## src/rtl/sdram_arbiter_pkg.sv

```systemverilog
// Shared types and width helpers for the SDRAM request arbiter.
// IDLE/ISSUE state encoding and clog2 width helper used by the arbiter and its tag FIFO.
package sdram_arbiter_pkg;

    typedef enum logic {
        IDLE,
        ISSUE
    } state_t;

    function automatic int unsigned clog2w(input int unsigned n);
        return (n < 2) ? 1 : $clog2(n);
    endfunction

endpackage

```

## src/rtl/sdram_arb_tag_fifo.sv

```systemverilog
// In-order FIFO of requester indices for outstanding reads.
// Pop on empty is ignored; the parent keeps pushes away from a full FIFO.
module sdram_arb_tag_fifo
    import sdram_arbiter_pkg::*;
#(
    parameter int unsigned W     = 2,
    parameter int unsigned DEPTH = 4
) (
    input  logic         clk,
    input  logic         reset_n,
    input  logic         push,
    input  logic         pop,
    input  logic [W-1:0] din,
    output logic [W-1:0] dout,
    output logic         full,
    output logic         empty
);

    localparam int unsigned TW = clog2w(DEPTH);

    logic [W-1:0]  mem [DEPTH];
    logic [TW-1:0] wr_ptr;
    logic [TW-1:0] rd_ptr;
    logic [TW:0]   count;
    logic          do_push;
    logic          do_pop;

    assign full    = (count == (TW+1)'(DEPTH));
    assign empty   = (count == '0);
    assign do_push = push & ~full;
    assign do_pop  = pop & ~empty;
    assign dout    = mem[rd_ptr];

    always_ff @(posedge clk) begin
        if (do_push) begin
            mem[wr_ptr] <= din;
        end
    end

    always_ff @(posedge clk or negedge reset_n) begin
        if (!reset_n) begin
            wr_ptr <= '0;
            rd_ptr <= '0;
            count  <= '0;
        end else begin
            if (do_push) begin
                wr_ptr <= wr_ptr + TW'(1);
            end
            if (do_pop) begin
                rd_ptr <= rd_ptr + TW'(1);
            end
            if (do_push && !do_pop) begin
                count <= count + (TW+1)'(1);
            end else if (do_pop && !do_push) begin
                count <= count - (TW+1)'(1);
            end
        end
    end

endmodule

```

## src/rtl/sdram_arbiter.sv

```systemverilog
// Round-robin arbiter sharing one SDRAM controller request port among N requesters,
// with in-order routing of read data back to the issuing requester.
module sdram_arbiter
    import sdram_arbiter_pkg::*;
#(
    parameter int unsigned N         = 4,
    parameter int unsigned AW        = 24,
    parameter int unsigned DW        = 32,
    parameter int unsigned TAG_DEPTH = 4
) (
    input  logic          clk,
    input  logic          reset_n,
    input  logic [N-1:0]    r_req,
    input  logic [N-1:0]    r_we,
    input  logic [N*AW-1:0] r_addr,
    input  logic [N*DW-1:0] r_data,
    output logic [N-1:0]    r_ack,
    output logic [N-1:0]    r_valid,
    output logic [DW-1:0]   r_q,
    output logic            mem_req,
    output logic            mem_we,
    output logic [AW-1:0]   mem_addr,
    output logic [DW-1:0]   mem_data,
    input  logic            mem_ack,
    input  logic            mem_valid,
    input  logic [DW-1:0]   mem_q,
    output logic            busy,
    output logic            err
);

    localparam int unsigned GW = clog2w(N);

    state_t        state;
    logic [GW-1:0] grant;
    logic [GW-1:0] rr;
    logic [N-1:0]  eligible;
    logic          pick_valid;
    logic [GW-1:0] pick_idx;
    logic [AW-1:0] addr_arr [N];
    logic [DW-1:0] data_arr [N];
    logic          tag_push;
    logic [GW-1:0] tag_out;
    logic          tag_full;
    logic          tag_empty;
    logic [N-1:0]  tag_onehot;

    // First eligible index strictly after ptr, wrapping modulo N.
    function automatic logic [GW:0] rr_pick(input logic [N-1:0] elig, input logic [GW-1:0] ptr);
        logic [GW:0] res;
        int unsigned idx;
        res = '0;
        for (int unsigned k = N; k >= 1; k--) begin
            idx = (32'(ptr) + k) % N;
            if (elig[GW'(idx)]) begin
                res = {1'b1, GW'(idx)};
            end
        end
        return res;
    endfunction

    always_comb begin
        for (int unsigned i = 0; i < N; i++) begin
            addr_arr[i] = r_addr[i*AW +: AW];
            data_arr[i] = r_data[i*DW +: DW];
        end
    end

    assign eligible               = r_req & (r_we | {N{~tag_full}});
    assign {pick_valid, pick_idx} = rr_pick(eligible, rr);
    assign tag_push               = (state == ISSUE) & mem_ack & ~mem_we;
    assign busy                   = (state == ISSUE) | ~tag_empty;

    always_comb begin
        r_ack = '0;
        if (state == ISSUE && mem_ack) begin
            r_ack[grant] = 1'b1;
        end
    end

    always_comb begin
        tag_onehot = '0;
        tag_onehot[tag_out] = 1'b1;
    end

    sdram_arb_tag_fifo #(
        .W     (GW),
        .DEPTH (TAG_DEPTH)
    ) u_tag_fifo (
        .clk     (clk),
        .reset_n (reset_n),
        .push    (tag_push),
        .pop     (mem_valid),
        .din     (grant),
        .dout    (tag_out),
        .full    (tag_full),
        .empty   (tag_empty)
    );

    always_ff @(posedge clk or negedge reset_n) begin
        if (!reset_n) begin
            state    <= IDLE;
            grant    <= '0;
            rr       <= GW'(N - 1);
            mem_req  <= 1'b0;
            mem_we   <= 1'b0;
            mem_addr <= '0;
            mem_data <= '0;
            r_valid  <= '0;
            r_q      <= '0;
            err      <= 1'b0;
        end else begin
            case (state)
                IDLE: begin
                    if (pick_valid) begin
                        grant    <= pick_idx;
                        mem_we   <= r_we[pick_idx];
                        mem_addr <= addr_arr[pick_idx];
                        mem_data <= data_arr[pick_idx];
                        mem_req  <= 1'b1;
                        state    <= ISSUE;
                    end
                end
                ISSUE: begin
                    if (mem_ack) begin
                        mem_req <= 1'b0;
                        rr      <= grant;
                        state   <= IDLE;
                    end
                end
                default: state <= IDLE;
            endcase

            // Read return runs independently of the command FSM.
            r_valid <= '0;
            if (mem_valid) begin
                if (!tag_empty) begin
                    r_valid <= tag_onehot;
                    r_q     <= mem_q;
                end else begin
                    err <= 1'b1;
                end
            end
        end
    end

endmodule
```

## config.mk

```make
export PLATFORM = sky130hd
export DESIGN_NAME = sdram_arbiter
export DESIGN_NICKNAME = d
export VERILOG_FILES = /design/src/rtl/sdram_arbiter_pkg.sv /design/src/rtl/sdram_arb_tag_fifo.sv /design/src/rtl/sdram_arbiter.sv
export SDC_FILE = /design/constraint.sdc
export NUM_CORES = 1
export LEC_CHECK = 0
export BUFFER_PORTS_ARGS = -buffer_cell sky130_fd_sc_hd__buf_2
export CAP_MARGIN = 5
export CELL_PAD_IN_SITES_DETAIL_PLACEMENT = 1
export CELL_PAD_IN_SITES_GLOBAL_PLACEMENT = 1
export CORE_AREA = 2 2 144 146
export CTS_BUF_LIST = sky130_fd_sc_hd__clkbuf_16
export CTS_CLUSTER_DIAMETER = 60
export CTS_CLUSTER_SIZE = 10
export DETAILED_ROUTE_END_ITERATION = 8
export DIE_AREA = 0 0 146 148
export PLACE_DENSITY = 0.8
export SYNTH_ARGS = -nofsm -noshare
export SYNTH_HDL_FRONTEND = slang
export SYNTH_SLANG_ARGS = --single-unit
```

## constraint.sdc

```tcl
create_clock -name clk -period 4.1 [get_ports clk]
set_input_delay 0.82 -clock clk [delete_from_list [all_inputs] [get_ports clk]]
set_output_delay 0.82 -clock clk [all_outputs]
set_load 0.01 [all_outputs]
```

==> summary.md <==
| Metric | Value |
|---|---|
| Outcome | `completed` |
| Largest net degree at the start of global routing | `81` |
| Number of remaining DRC errors | `0` |
| Post-layout nets | `1195` |
| Buffer cell driving the clock tree root | `sky130_fd_sc_hd__clkbuf_16` |
| Synth warnings | `0` |
| Min cycle time layout | `2992 ps` |
| Total GRT Usage | `20.38%` |
| Leakage power | `4.590 nW` |
| Placeable core region | `20040 sq um` |
| Async set-or-reset flop fraction in the synthesized netlist | `93.04%` |
| Signal arrival time at the worst endpoint | `3240 ps` |
| Synthesis-stage register bit count | `115` |
| Count of instances resized after the clock tree is built | `0` |
| Post-route antenna net violation count | `0` |
| Mapped Nets | `833` |
| Number of flops mapped to enable cells by yosys | `8` |
| Mean instance size in the synthesized netlist | `10.73 sq um` |
| Max Transition Viols Final | `0` |
| Number of violations of the max-capacitance limit | `0` |
| Kind of end point of the critical path | `flip-flop` |
| Number of CTS-inserted buffers | `17` |
| Kind of critical path | `in2reg` |
| Sum of overflow across all layers after global routing | `0` |
| Total power divided by cell area | `669.6 nW/um^2` |
| Required time of the critical path | `4350 ps` |
| Num rows | `52` |
| Worst min-delay path class | `reg2reg` |
| First-pass GRT wire length | `34570 um` |
| First DRT Iteration DRCs | `186` |
| Clock Path Buffers | `2` |
| Average wire length per cell after detail routing | `18.49 um` |
| Total via count in the routed design | `5913` |
| Final weighted congestion of routability-driven global placement | `0.8192` |
| Worst ir drop on vdd | `0.0002598 V` |
| Most used standard cells in the synthesized netlist | `sky130_fd_sc_hd__nand2_1, sky130_fd_sc_hd__mux2i_1, sky130_fd_sc_hd__dfrtp_1, sky130_fd_sc_hd__o221ai_1, sky130_fd_sc_hd__clkbuf_1` |
| Overall die width | `146 um` |
| Most used standard cell by instance count after synthesis | `sky130_fd_sc_hd__nand2_1` |
| Setup TNS | `0 ps` |
| H-tree levels | `4` |
| Number of buffers added to fix hold violations after cts | `0` |
| Ratio of cells with drive above 1 in the final layout | `45.50%` |
| Count of final setup violators | `0` |
| Post-detail-place hpwl | `16760 um` |
| Hold violation count in the final report | `0` |
| Die area | `21610 sq um` |
| Via/cell ratio | `4.911` |
| Slew Limit Headroom | `28.97%` |
| Leading register cell type out of synthesis | `sky130_fd_sc_hd__dfrtp_1` |
| Unrepaired setup endpoints after global routing | `false` |
| Vias in the first global route | `6355` |
| Critical path startpoint | `r_we[1]` |
| PnR Total Power | `0.005765 W` |
| Crit Reg-Reg Startpoint | `u_tag_fifo.count[0]$_DFFE_PN0P_` |
| CP startpoint kind | `primary input` |
| Tcrit/Tclk final | `72.99%` |
| Number of buffers inserted to repair setup after CTS | `0` |
| Critical path peak fanout | `40` |
| Count of port buffers added during placement | `367` |
| Clk_lat worst skew | `420 ps` |
| Leading cell types by total area after synthesis | `sky130_fd_sc_hd__dfrtp_1, sky130_fd_sc_hd__mux2i_1, sky130_fd_sc_hd__nand2_1, sky130_fd_sc_hd__o221ai_1, sky130_fd_sc_hd__edfxtp_1` |
| Total detailed-routing wirelength | `22260 um` |
| Synthesized cell area | `6000 sq um` |
| Number of top-level design ports | `368` |
| Clock sinks | `115` |
| Initial Utilization | `29.94%` |
| Count of TritonRoute iterations in the first routing pass | `4` |
| Die boundary height | `148 um` |
| Area growth from synthesis to final layout | `43.50%` |
| CTS tree | `built` |
| Reg clk slew, reported paths | `60 ps` |
| Leading area contributor after synthesis | `sky130_fd_sc_hd__dfrtp_1` |
| Initial antenna violation count | `0` |
| Synth unique cells | `44` |
| Sequential-to-total area share from yosys stat | `48.68%` |
| Actual transition at the worst max-transition pin | `1065 ps` |
| Gate count after technology mapping | `559` |
| HP Start | `err$_DFFE_PN0P_` |
| Setup skew after layout | `11.31 ps` |
| Inserted Diodes | `0` |
| Share of the synthesized area in the top cell type | `43.80%` |
| Highest achievable clock rate | `334.2 MHz` |
-- cell families (layout without fill, tap and decap cells) --
kind of cell	Yosys count	after routing	synth area share [%]
DFF	115	115	48.68
and+or+nand+nor	197	197	13.56
adders and majority gates	6	6	1.376
xor gates and xnor gates	6	6	0.8759
buffers and inverters	44	419	4.943
muxes	118	118	20.15
AOI/OAI and AO/OA	73	73	10.43
-- where the power goes --
| part | switching, W | leakage [nW] | internal (W) |
|---|---|---|---|
| combinational | 0.00136 | 2.95 | 0.00111 |
| sequential | 0.000322 | 1.38 | 0.00163 |
| clock | 0.000557 | 0.256 | 0.000799 |
-- area by class of cell --
| cell class | count | area, sq um |
|---|---|---|
| inverter | 5 | 18.77 |
| fill | 2411 | 11430 |
| multi-input combinational | 400 | 2808 |
| timing repair buffer | 382 | 1989 |
| tap | 270 | 337.8 |
| clock buffer | 18 | 450.4 |
| clock inverter | 14 | 85.08 |
| sequential | 115 | 2920 |
-- path summary, 6_finish.rpt --
path | to | cells past startpoint | slack, ps
max | mem_data[30]$_DFFE_PN0P_ | 9 | 1110
min | err$_DFFE_PN0P_ | 1 | 470
max reg2reg | mem_data[30]$_DFFE_PN0P_ | 8 | 1120
min reg2reg | err$_DFFE_PN0P_ | 1 | 470
max in group asynchronous | mem_data[2]$_DFFE_PN0P_ | 2 | 2560
min in group asynchronous | err$_DFFE_PN0P_ | 1 | 610
-- stage by stage --
stage | util, % | instance area (sq um) | hold WS, ps | setup WS, ps | instances
after floorplan | - | 6000 | 453.8 | 1335 | 559
after global placement | 40.29 | 8074 | 434.6 | 802.7 | 1172
after detailed placement | 40.29 | 8074 | 457.7 | 715.9 | 1172
after CTS | 42.96 | 8610 | 471.3 | 1117 | 1204
after global routing | 42.96 | 8610 | 484.5 | 946.0 | 1204
final | 42.96 | 8610 | 466.7 | 1108 | 1204
-- registers in the layout, indices dropped and copies added (netlist names) --
name / count
r_q: 32
u_tag_fifo.mem: 8
mem_req: 1
u_tag_fifo.count: 3
rr: 2
grant: 2
r_valid: 4
mem_addr: 24
state: 1
err: 1
mem_data: 32
u_tag_fifo.wr_ptr: 2
u_tag_fifo.rd_ptr: 2
mem_we: 1
-- layer usage --
layer | vias to the layer above | global-route usage (%) | wire [um] | part of all wire (%)
met5 | - | 0 | 0 | 0
met4 | 0 | 7.524 | 495 | 2.2
met3 | 30 | 5.957 | 1543 | 6.9
met2 | 251 | 36.58 | 11420 | 51
met1 | 2897 | 23.01 | 8803 | 40
li1 | 2735 | - | - | -
-- critical path: stages --
cell and delay [ps]:
sky130_fd_sc_hd__buf_2 110, sky130_fd_sc_hd__or4b_4 560, sky130_fd_sc_hd__a22oi_4 230, sky130_fd_sc_hd__nor2_1 100, sky130_fd_sc_hd__a311oi_4 340, sky130_fd_sc_hd__buf_12 310
sky130_fd_sc_hd__buf_12 300, sky130_fd_sc_hd__mux2i_1 240, sky130_fd_sc_hd__o221ai_1 150
-- cell usage in the layout (no fill, tap or decap), drive strengths merged, types with 2 or more instances in the layout --
cell / instances
o221ai: 58
nand2b: 2
nor3: 4
nand3: 2
xor2: 2
dfrtp: 105
mux2: 2
clkinvlp: 4
o21a: 3
ha: 5
dfstp: 2
inv: 8
and2: 5
nor2: 6
or4b: 2
o21ai: 5
nor2b: 3
nand2: 166
nor3b: 2
xnor2: 4
mux4: 2
clkinv: 7
buf: 382
clkbuf: 18
edfxtp: 8
mux2i: 114
No activity file was read; power rests on OpenSTA's default activity.
